File: src/rtl/audio_pkg.sv
// audio_pkg: shared definitions for the step-sequencer audio engine.
//   - HP_W_DEF : default half-period width in synth ticks
//   - NOTE_*   : half-period constants (synth ticks) for B1..A3, computed for
//                a 12 MHz clk with SYNTH_DIV = 10 (synth rate ~11.72 kHz),
//                hp = round(synth_rate / (2 * f_note))
//   - popcount : number of set bits in an up-to-8-bit voice mask
package audio_pkg;

    localparam int HP_W_DEF = 7;

    localparam logic [HP_W_DEF-1:0] NOTE_B1 = 7'd95;
    localparam logic [HP_W_DEF-1:0] NOTE_C2 = 7'd90;
    localparam logic [HP_W_DEF-1:0] NOTE_D2 = 7'd80;
    localparam logic [HP_W_DEF-1:0] NOTE_E2 = 7'd71;
    localparam logic [HP_W_DEF-1:0] NOTE_F2 = 7'd67;
    localparam logic [HP_W_DEF-1:0] NOTE_G2 = 7'd60;
    localparam logic [HP_W_DEF-1:0] NOTE_A2 = 7'd53;
    localparam logic [HP_W_DEF-1:0] NOTE_B2 = 7'd47;
    localparam logic [HP_W_DEF-1:0] NOTE_C3 = 7'd45;
    localparam logic [HP_W_DEF-1:0] NOTE_D3 = 7'd40;
    localparam logic [HP_W_DEF-1:0] NOTE_E3 = 7'd36;
    localparam logic [HP_W_DEF-1:0] NOTE_F3 = 7'd34;
    localparam logic [HP_W_DEF-1:0] NOTE_G3 = 7'd30;
    localparam logic [HP_W_DEF-1:0] NOTE_A3 = 7'd27;

    // Voice masks narrower than 8 bits are zero-extended by the caller.
    function automatic logic [3:0] popcount(input logic [7:0] bits);
        logic [3:0] n;
        n = '0;
        for (int i = 0; i < 8; i++) begin
            n = n + {3'b000, bits[i]};
        end
        return n;
    endfunction

endpackage

File: src/rtl/tone_voice.sv
// tone_voice: one square-wave tone generator.
// Ports:
//   clk, rst_n  : system clock, asynchronous active-low reset
//   synth_tick  : one-cycle strobe at the synth rate
//   active      : voice is gated on, unmuted and has a non-zero half-period
//   hp          : half-period in synth ticks (only meaningful while active)
//   sq          : registered square output
// While inactive the voice is held silent with its phase cleared, so every
// note starts from a known phase when the gate opens.
module tone_voice
    import audio_pkg::*;
#(
    parameter int HP_W = HP_W_DEF
) (
    input  logic            clk,
    input  logic            rst_n,
    input  logic            synth_tick,
    input  logic            active,
    input  logic [HP_W-1:0] hp,
    output logic            sq
);

    logic [HP_W-1:0] cnt;

    always_ff @(posedge clk or negedge rst_n) begin
        if (!rst_n) begin
            cnt <= '0;
            sq  <= 1'b0;
        end else if (!active) begin
            cnt <= '0;
            sq  <= 1'b0;
        end else if (synth_tick) begin
            // >= rather than == so that lowering hp mid-period cannot leave
            // cnt above the new terminal value.
            if (cnt >= hp - HP_W'(1)) begin
                cnt <= '0;
                sq  <= ~sq;
            end else begin
                cnt <= cnt + HP_W'(1);
            end
        end
    end

endmodule

File: src/rtl/poly_audio_engine.sv
// poly_audio_engine: multi-voice step sequencer with a 1-bit PWM mix.
// Ports:
//   clk, rst_n  : system clock, asynchronous active-low reset
//   enable      : run (1) / pause (0); pause freezes the step position
//   loop_last   : last step index before wrapping to 0
//   mute        : per-voice mute mask
//   hp_in       : per-voice half-period from an external combinational LUT
//                 addressed by step_idx; voice v at [v*HP_W +: HP_W]
//   step_idx    : current step (registered)
//   step_start  : one-cycle pulse in the cycle step_idx takes a new value
//   voice_sq    : per-voice square bits (registered)
//   audio       : PWM mix of the voices (registered)
// All timing derives from clk through strobes; there are no derived clocks.
module poly_audio_engine
    import audio_pkg::*;
#(
    parameter int NUM_VOICES = 2,
    parameter int HP_W       = HP_W_DEF,
    parameter int STEP_W     = 7,
    parameter int SYNTH_DIV  = 10,
    parameter int SEQ_DIV    = 17,
    parameter int STEP_TICKS = 20,
    parameter int GATE_TICKS = 10
) (
    input  logic                       clk,
    input  logic                       rst_n,
    input  logic                       enable,
    input  logic [STEP_W-1:0]          loop_last,
    input  logic [NUM_VOICES-1:0]      mute,
    input  logic [NUM_VOICES*HP_W-1:0] hp_in,
    output logic [STEP_W-1:0]          step_idx,
    output logic                       step_start,
    output logic [NUM_VOICES-1:0]      voice_sq,
    output logic                       audio
);

    localparam int PRE_W  = (SYNTH_DIV > SEQ_DIV) ? SYNTH_DIV : SEQ_DIV;
    localparam int TICK_W = (STEP_TICKS > 1) ? $clog2(STEP_TICKS) : 1;
    localparam int SUM_W  = $clog2(NUM_VOICES + 1);

    localparam logic [TICK_W-1:0] TICK_LAST = TICK_W'(STEP_TICKS - 1);
    // One extra bit so GATE_TICKS == 2^TICK_W still compares correctly.
    localparam logic [TICK_W:0]   GATE_LIM  = (TICK_W + 1)'(GATE_TICKS);
    localparam logic [SUM_W-1:0]  PWM_LAST  = SUM_W'(NUM_VOICES - 1);

    logic [PRE_W-1:0]      pre_ctr;
    logic                  synth_tick;
    logic                  seq_tick;
    logic [TICK_W-1:0]     tick_ctr;
    logic                  gate;
    logic                  init_q;
    logic [HP_W-1:0]       hp_q [NUM_VOICES];
    logic [NUM_VOICES-1:0] hp_nz;
    logic [NUM_VOICES-1:0] voice_active;
    wire  [NUM_VOICES-1:0] sq_w;
    logic [SUM_W-1:0]      sum;
    logic [SUM_W-1:0]      pwm_ctr;

    // Free-running prescaler; keeps counting while paused.
    always_ff @(posedge clk or negedge rst_n) begin
        if (!rst_n) pre_ctr <= '0;
        else        pre_ctr <= pre_ctr + PRE_W'(1);
    end

    assign synth_tick = &pre_ctr[SYNTH_DIV-1:0];
    assign seq_tick   = &pre_ctr[SEQ_DIV-1:0];

    // Step control. A seq_tick that coincides with enable low is dropped.
    // The >= wrap test lets a lowered loop_last take effect on the next step.
    always_ff @(posedge clk or negedge rst_n) begin
        if (!rst_n) begin
            tick_ctr   <= '0;
            step_idx   <= '0;
            step_start <= 1'b0;
        end else begin
            step_start <= 1'b0;
            if (enable && seq_tick) begin
                if (tick_ctr == TICK_LAST) begin
                    tick_ctr   <= '0;
                    step_idx   <= (step_idx >= loop_last) ? '0 : step_idx + STEP_W'(1);
                    step_start <= 1'b1;
                end else begin
                    tick_ctr <= tick_ctr + TICK_W'(1);
                end
            end
        end
    end

    assign gate = enable & ({1'b0, tick_ctr} < GATE_LIM);

    // hp_in follows step_idx combinationally, so it is sampled while
    // step_start is high; init_q covers step 0 right after reset release.
    always_ff @(posedge clk or negedge rst_n) begin
        if (!rst_n) init_q <= 1'b1;
        else        init_q <= 1'b0;
    end

    always_ff @(posedge clk or negedge rst_n) begin
        if (!rst_n) begin
            for (int v = 0; v < NUM_VOICES; v++) hp_q[v] <= '0;
        end else if (step_start || init_q) begin
            for (int v = 0; v < NUM_VOICES; v++) hp_q[v] <= hp_in[v*HP_W +: HP_W];
        end
    end

    always_comb begin
        hp_nz = '0;
        for (int v = 0; v < NUM_VOICES; v++) hp_nz[v] = (hp_q[v] != '0);
    end

    assign voice_active = {NUM_VOICES{gate}} & ~mute & hp_nz;

    for (genvar v = 0; v < NUM_VOICES; v++) begin : g_voice
        tone_voice #(
            .HP_W(HP_W)
        ) u_voice (
            .clk       (clk),
            .rst_n     (rst_n),
            .synth_tick(synth_tick),
            .active    (voice_active[v]),
            .hp        (hp_q[v]),
            .sq        (sq_w[v])
        );
    end

    assign voice_sq = sq_w;

    // PWM mixer: over each NUM_VOICES-cycle frame audio is high for as many
    // cycles as there are voices currently high.
    assign sum = SUM_W'(popcount(8'(voice_sq)));

    always_ff @(posedge clk or negedge rst_n) begin
        if (!rst_n) begin
            pwm_ctr <= '0;
            audio   <= 1'b0;
        end else begin
            pwm_ctr <= (pwm_ctr == PWM_LAST) ? '0 : pwm_ctr + SUM_W'(1);
            audio   <= (pwm_ctr < sum);
        end
    end

endmodule

File: config.mk
export PLATFORM = sky130hd
export DESIGN_NAME = poly_audio_engine
export DESIGN_NICKNAME = d
export VERILOG_FILES = /design/src/rtl/audio_pkg.sv /design/src/rtl/tone_voice.sv /design/src/rtl/poly_audio_engine.sv
export SDC_FILE = /design/constraint.sdc
export NUM_CORES = 1
export LEC_CHECK = 0
export CAP_MARGIN = 5
export CORE_ASPECT_RATIO = 1.1
export CORE_MARGIN = 5
export CORE_UTILIZATION = 55
export CTS_CLUSTER_DIAMETER = 150
export DETAILED_ROUTE_END_ITERATION = 16
export GPL_TIMING_DRIVEN = 0
export PLACE_DENSITY = 0.77
export SYNTH_ARGS = -nofsm -noshare
export SYNTH_HDL_FRONTEND = slang
export SYNTH_SLANG_ARGS = --single-unit
File: constraint.sdc
create_clock -name clk -period 4.35 [get_ports clk]
set_clock_uncertainty 0.1 [all_clocks]
set_input_delay 0.435 -clock clk [delete_from_list [all_inputs] [get_ports clk]]
set_output_delay 0.435 -clock clk [all_outputs]
set_load 0.01 [all_outputs]
# Word level (Yosys, flattened, before mapping)
# Index checks and enable logic that the tools add are counted.
[classes]
addsub = 9
mul = 0
n_div = 0
n_lt_le_gt_ge = 5
eq_ne = 6
shifts = 0
mux = 17
bitwise = 6
reduce_logical = 9
[op_table]
columns = ["operator", "n"]
rows = [
  ["2-to-1 mux 7 bit", 7],
  ["adder 7 x 1 -> 7 bit, second input constant", 3],
  ["greater-or-equal comparator 7 bit", 3],
  ["adder 17 x 1 -> 17 bit, second input constant", 1],
  ["AND reduction 17 bit", 1],
  ["nonzero test 7 bit", 2],
  ["subtractor 7 x 1 -> 7 bit, second input constant", 2],
  ["AND reduction 10 bit", 1],
  ["2-to-1 mux 1 bit", 8],
  ["inequality test 2 x 1 -> 1 bit, second input constant", 4],
  ["AND reduction 2 bit", 3],
  ["adder 5 x 1 -> 5 bit, second input constant", 1],
  ["== test 5 bit, second input constant", 1],
  ["less-than comparator 5 x 4 -> 1 bit, second input constant", 1],
  ["2-to-1 mux 5 bit", 1],
  ["AND 2 bit", 2],
  ["adder 1 x 1 -> 2 bit", 1],
  ["adder 2 x 1 -> 2 bit, second input constant", 1],
  ["== test 2 x 1 -> 1 bit, second input constant", 1],
  ["less-than comparator 2 bit", 1],
  ["2-to-1 mux 2 bit", 1],
  ["inverter 1 bit", 2],
  ["inverter 2 bit", 1],
  ["AND 1 bit", 1],
  ["other kinds (2)", 2],
]
[word_totals]
register_bits = 64
latch_bits = 0
mem_bits_rw = 0
romBits = 0
output_inout_bits = 11
wordCells = 65
mem_count = 0

# Logic depth before layout (Yosys ltp)
[logic_depth]
word_depth = 6
mapped_depth = 12

# Hierarchy
# From an unflattened synthesis, not the netlist that was laid out.
[hier_totals]
hier_cells = 357
area_unflattened_um2 = 3658.5
[by_module_without_submodules]
columns = ["mod", "n_inst", "cells_each", "area_each_um2"]
rows = [
  ["poly_audio_engine", 1, 197, 2267.2],
  ["tone_voice", 2, 80, 695.7],
]

# Least setup slack after synthesis
# No wires, ideal clock.
[synth_timing]
kind = "register -> register"
startpoint = "reg pre_ctr[0]"
endpoint = "reg step_idx[3]"
arrival_time_ps = 2465
required_time_ps = 4186
path_slack_ps = 1721
stages_incl_launch_ff = 13
synth_period_minus_slack_ps = 2629
cell_sequence = "dfrtp_1 ha_1 clkbuf_1 nand3_1 nor2_1 and3_1 ha_1 nand3_2 or3_1 buf_6 or3_1 a21oi_1 a21o_1"
[synth_via]
elab_chain_len = 3
[synth_lines]
columns = ["item", "line_no", "text"]
rows = [
  ["start: declaration", "poly_audio_engine.sv:46", "logic [PRE_W-1:0] pre_ctr;"],
  ["start signal: assignment", "poly_audio_engine.sv:62", "else pre_ctr <= pre_ctr + PRE_W'(1);"],
  ["AND reduction 17 bit", "poly_audio_engine.sv:66", "assign seq_tick = &pre_ctr[SEQ_DIV-1:0];"],
  ["logical AND 1 bit", "poly_audio_engine.sv:77", "if (enable && seq_tick) begin"],
  ["AND reduction 2 bit (no source line)", "--", ""],
  ["end signal: assignment", "poly_audio_engine.sv:80", "step_idx <= (step_idx >= loop_last) ? '0 : step_idx + STEP_W'(1);"],
  ["end: declaration", "poly_audio_engine.sv:31", "output logic [STEP_W-1:0] step_idx,"],
]
# No other way between the ends.
# A chain may end at the register's enable or synchronous reset.

# Worst setup path in the final report
# Same ends and word-level chain as after synthesis.

==> results.txt <==
- Number of max-cap violations: 0
- The number of clock buffers added by TritonCTS is 9.
* Die Span X: 87.6 um
- Dividing the detail-routed wire length by the instance count gives 14.4 um.
- Worst vdd ir: 0.180 mV
* Post-synthesis cell type count: 51
- The via count of the first global-routing pass came to 2,577.
- Number of buffers added on ports: 36
- Async SR Flop Fraction: 100%
- Pin placement for this block handled 37 I/O pins.
- Dominant synthesized flop cell: dfrtp_1
- Global-route wire length before repair: 11,800 um
- After synthesis the netlist holds a flip-flop and latch count of 64.
- For this run, the number of Yosys warnings is 0.
- The number of antenna violations at the first check in global routing came to 0.
- Entering global routing, the biggest net connects 65 pins.
- DRC violations left: 0
- DIE HEIGHT: 95.3 um
- CTS tree: yes
- Mean Syn Cell Area: 10.5 um2
- Total detailed-routing wirelength: 6950 um
- Sequential share of the synthesized area: 44.0%
- DIE AREA: 8350 um2
* Maximum fanout along the worst path: 10
- Worst reg2reg path depth: 12
- Clock sinks: 64
- Derived from the worst setup path, the maximum achievable clock frequency is 347 MHz.
* Number of DRC violations after detailed-routing iteration 0: 127
* Finish-stage setup viols: 0
- Static Leakage: 1.90 nW
- The region available for standard cell placement spans 6520 um2.
- 0 antenna diodes ended up in the layout.
- Half-perimeter wire length after placement: 5070 um
- CTS hold repair buffers: 0
* Worst flop-to-flop path startpoint: pre_ctr[0]
* Slew HR: 47.7%
- Summing every instance area after synthesis gives 3640 um2.
- Final worst-path cycle share: 66.2%
- Crit path DAT: 3080 ps
- Relative to the synthesized area, the layout overhead comes to 17.2%.
- Drt pass-1 iters: 4
* Vias per cell: 5.58
* Core Rows: 31
- Counting the fill cells in the layout gives 527.
- After technology mapping, the gate count stands at 347.
- For this design the ratio of total power to cell area is 279 nW/um2.
- Number of endpoints with negative hold slack in the final report: 0
* Reg-to-Reg End: step_idx[3]
* Type of element launching the critical path: flop
* Flop2flop setup slack: 1470 ps
- In this run the post-CTS setup repair buffer count came out at 0.
* Starting density of the core: 55.9%
- Status: finished clean
- GRT Resource Usage Total: 18.3%
* Crit. End Element: flop
- Unrepaired setup endpoints after global routing: no
- Final period demand of the worst path: 2880 ps
- The clock reaches the later pin of the worst-skew pair after 350 ps.
- Storage element area: 1600 um2
- Class of the most critical hold timing path: in -> async
- Routability-driven placement finished with a final weighted congestion of 0.860.
- When the netlist entered floorplanning its net count stood at 406.
- Clock-pin slew was measured on the worst setup and hold paths at 70 ps.
- Fraction of layout instances using a drive strength above 1: 12.8%
- For this block, the via count after detailed routing is 2,682.
- For the pin with the worst max-slew slack, the measured transition is 784 ps.
- Finished Core Util: 65.5%
- Remaining global-route overflow: 0
* Max Slew Vio Count: 0
* Post-cts repair resize count: 0
- Type of the worst setup path: reg -> reg
* Multi-input logic area: 1900 um2
* Number of nets with antenna violations after routing: 0
- WP data required: 4550 ps
* Final layout net count: 453
* H-tree Lvls: 3
- Adding up every negative setup slack in the final design gives 0 ps.
* Root buffer cell: clkbuf_8
- The clock passes through at most 2 buffers.
- EDFF count, synth: 0
-- cell families (layout without fill, tap and decap cells) --
kind of cell	after synthesis	after routing	share of synthesized area, %
AND/OR/NAND/NOR	122	122	18.4
flip-flops	64	64	44.0
XOR/XNOR	29	29	6.98
buffers and inverters	31	83	3.78
other	1	1	0.103
adder cells (fa/ha/maj)	33	33	11.3
multiplexers	16	16	4.95
AO/OA/AOI/OAI	51	51	10.4
-- report_power, final --
part | leakage [nW] | switching, W | internal, W
clock network | 0.0834 | 0.000219 | 0.000221
logic | 0.991 | 0.0000606 | 0.0000656
registers | 0.824 | 0.0000140 | 0.000609
-- synth_stat cells (7+ instances only) --
cell type  number  area share, %
nor2_1         17            1.8
or3_1           7            1.2
ha_1           33             11
dfrtp_1        63             43
nand2_1        31            3.2
a21oi_1        11            1.5
xor2_1          9            2.2
mux2_2         16            4.9
nand4_1         8            1.4
inv_1          20            2.1
nand3_1        22            3.0
o21ai_0         9            1.2
xnor2_1        20            4.8
-- per-stage QoR --
| stage | std cells | power, W | hold WS (ps) | cell area, um2 | worst slack [ps] |
|---|---|---|---|---|---|
| CTS | 481 | 0.00120 | 93.9 | 4270 | 1430 |
| global placement | 465 | 0.000757 | 309 | 4100 | 668 |
| floorplan | 347 | 0.000707 | 39.4 | 3640 | 1720 |
| detailed placement | 465 | 0.000762 | 325 | 4100 | 1460 |
| global route | 481 | 0.00124 | 136 | 4270 | 1190 |
| finish | 481 | 0.00119 | 80.0 | 4270 | 1470 |
-- layout make-up --
| type | instances | share of cell area, % |
|---|---|---|
| multi-input cells | 252 | 44.5 |
| clock buffers | 13 | 3.49 |
| well taps | 82 | 2.40 |
| flip-flops and latches | 64 | 37.6 |
| plain buffers | 11 | 1.47 |
| clock inverters | 3 | 0.410 |
| repair buffers | 36 | 8.38 |
| inverters | 20 | 1.76 |
-- worst max-delay path by stage --
stage | start | endpoint | slack [ps] | cells after the start
after global routing | pre_ctr[0] | step_idx[2] | 1190 | 12
final | pre_ctr[0] | step_idx[3] | 1470 | 12
after global placement | rst_n | step_idx[6] | 670 | 1
after detailed placement | pre_ctr[0] | step_idx[3] | 1460 | 12
after floorplan | pre_ctr[0] | step_idx[3] | 1720 | 12
after CTS | pre_ctr[0] | step_idx[3] | 1430 | 12
-- routing by layer --
metal  wire, um  global-route usage, %
met1       3180                   23.9
met3        295                   4.06
met5          0                      0
met2       3310                   28.3
met4        163                   9.59
-- critical path: stages (launching register included) --
cell and delay (ps):
dfrtp_1 400, ha_1 160, clkbuf_1 260, nand3_1 160, nor2_1 180, and3_1 190
ha_1 190, nand3_2 110, or3_1 380, buf_6 150, or3_1 330, a21oi_1 150
a21o_1 100
-- state kept, by name (all words and copies together), names as in the netlist, 2 cells and up --
register and flops:
hp_q 14, pre_ctr 17, step_idx 7, pwm_ctr 2
g_voice.u_voice.cnt 14, g_voice.u_voice.sq 2, tick_ctr 5
-- cells in the final DEF (no fill, tap or decap), types with 9 or more instances in the layout --
cell type	instances
a21oi_1	11
clkbuf_8	10
clkdlybuf4s50_1	35
dfrtp_1	63
ha_1	33
inv_1	20
mux2_2	16
nand2_1	31
nand3_1	22
nor2_1	17
o21ai_0	9
xnor2_1	20
xor2_1	9
Power figures use the tool's default switching activity.
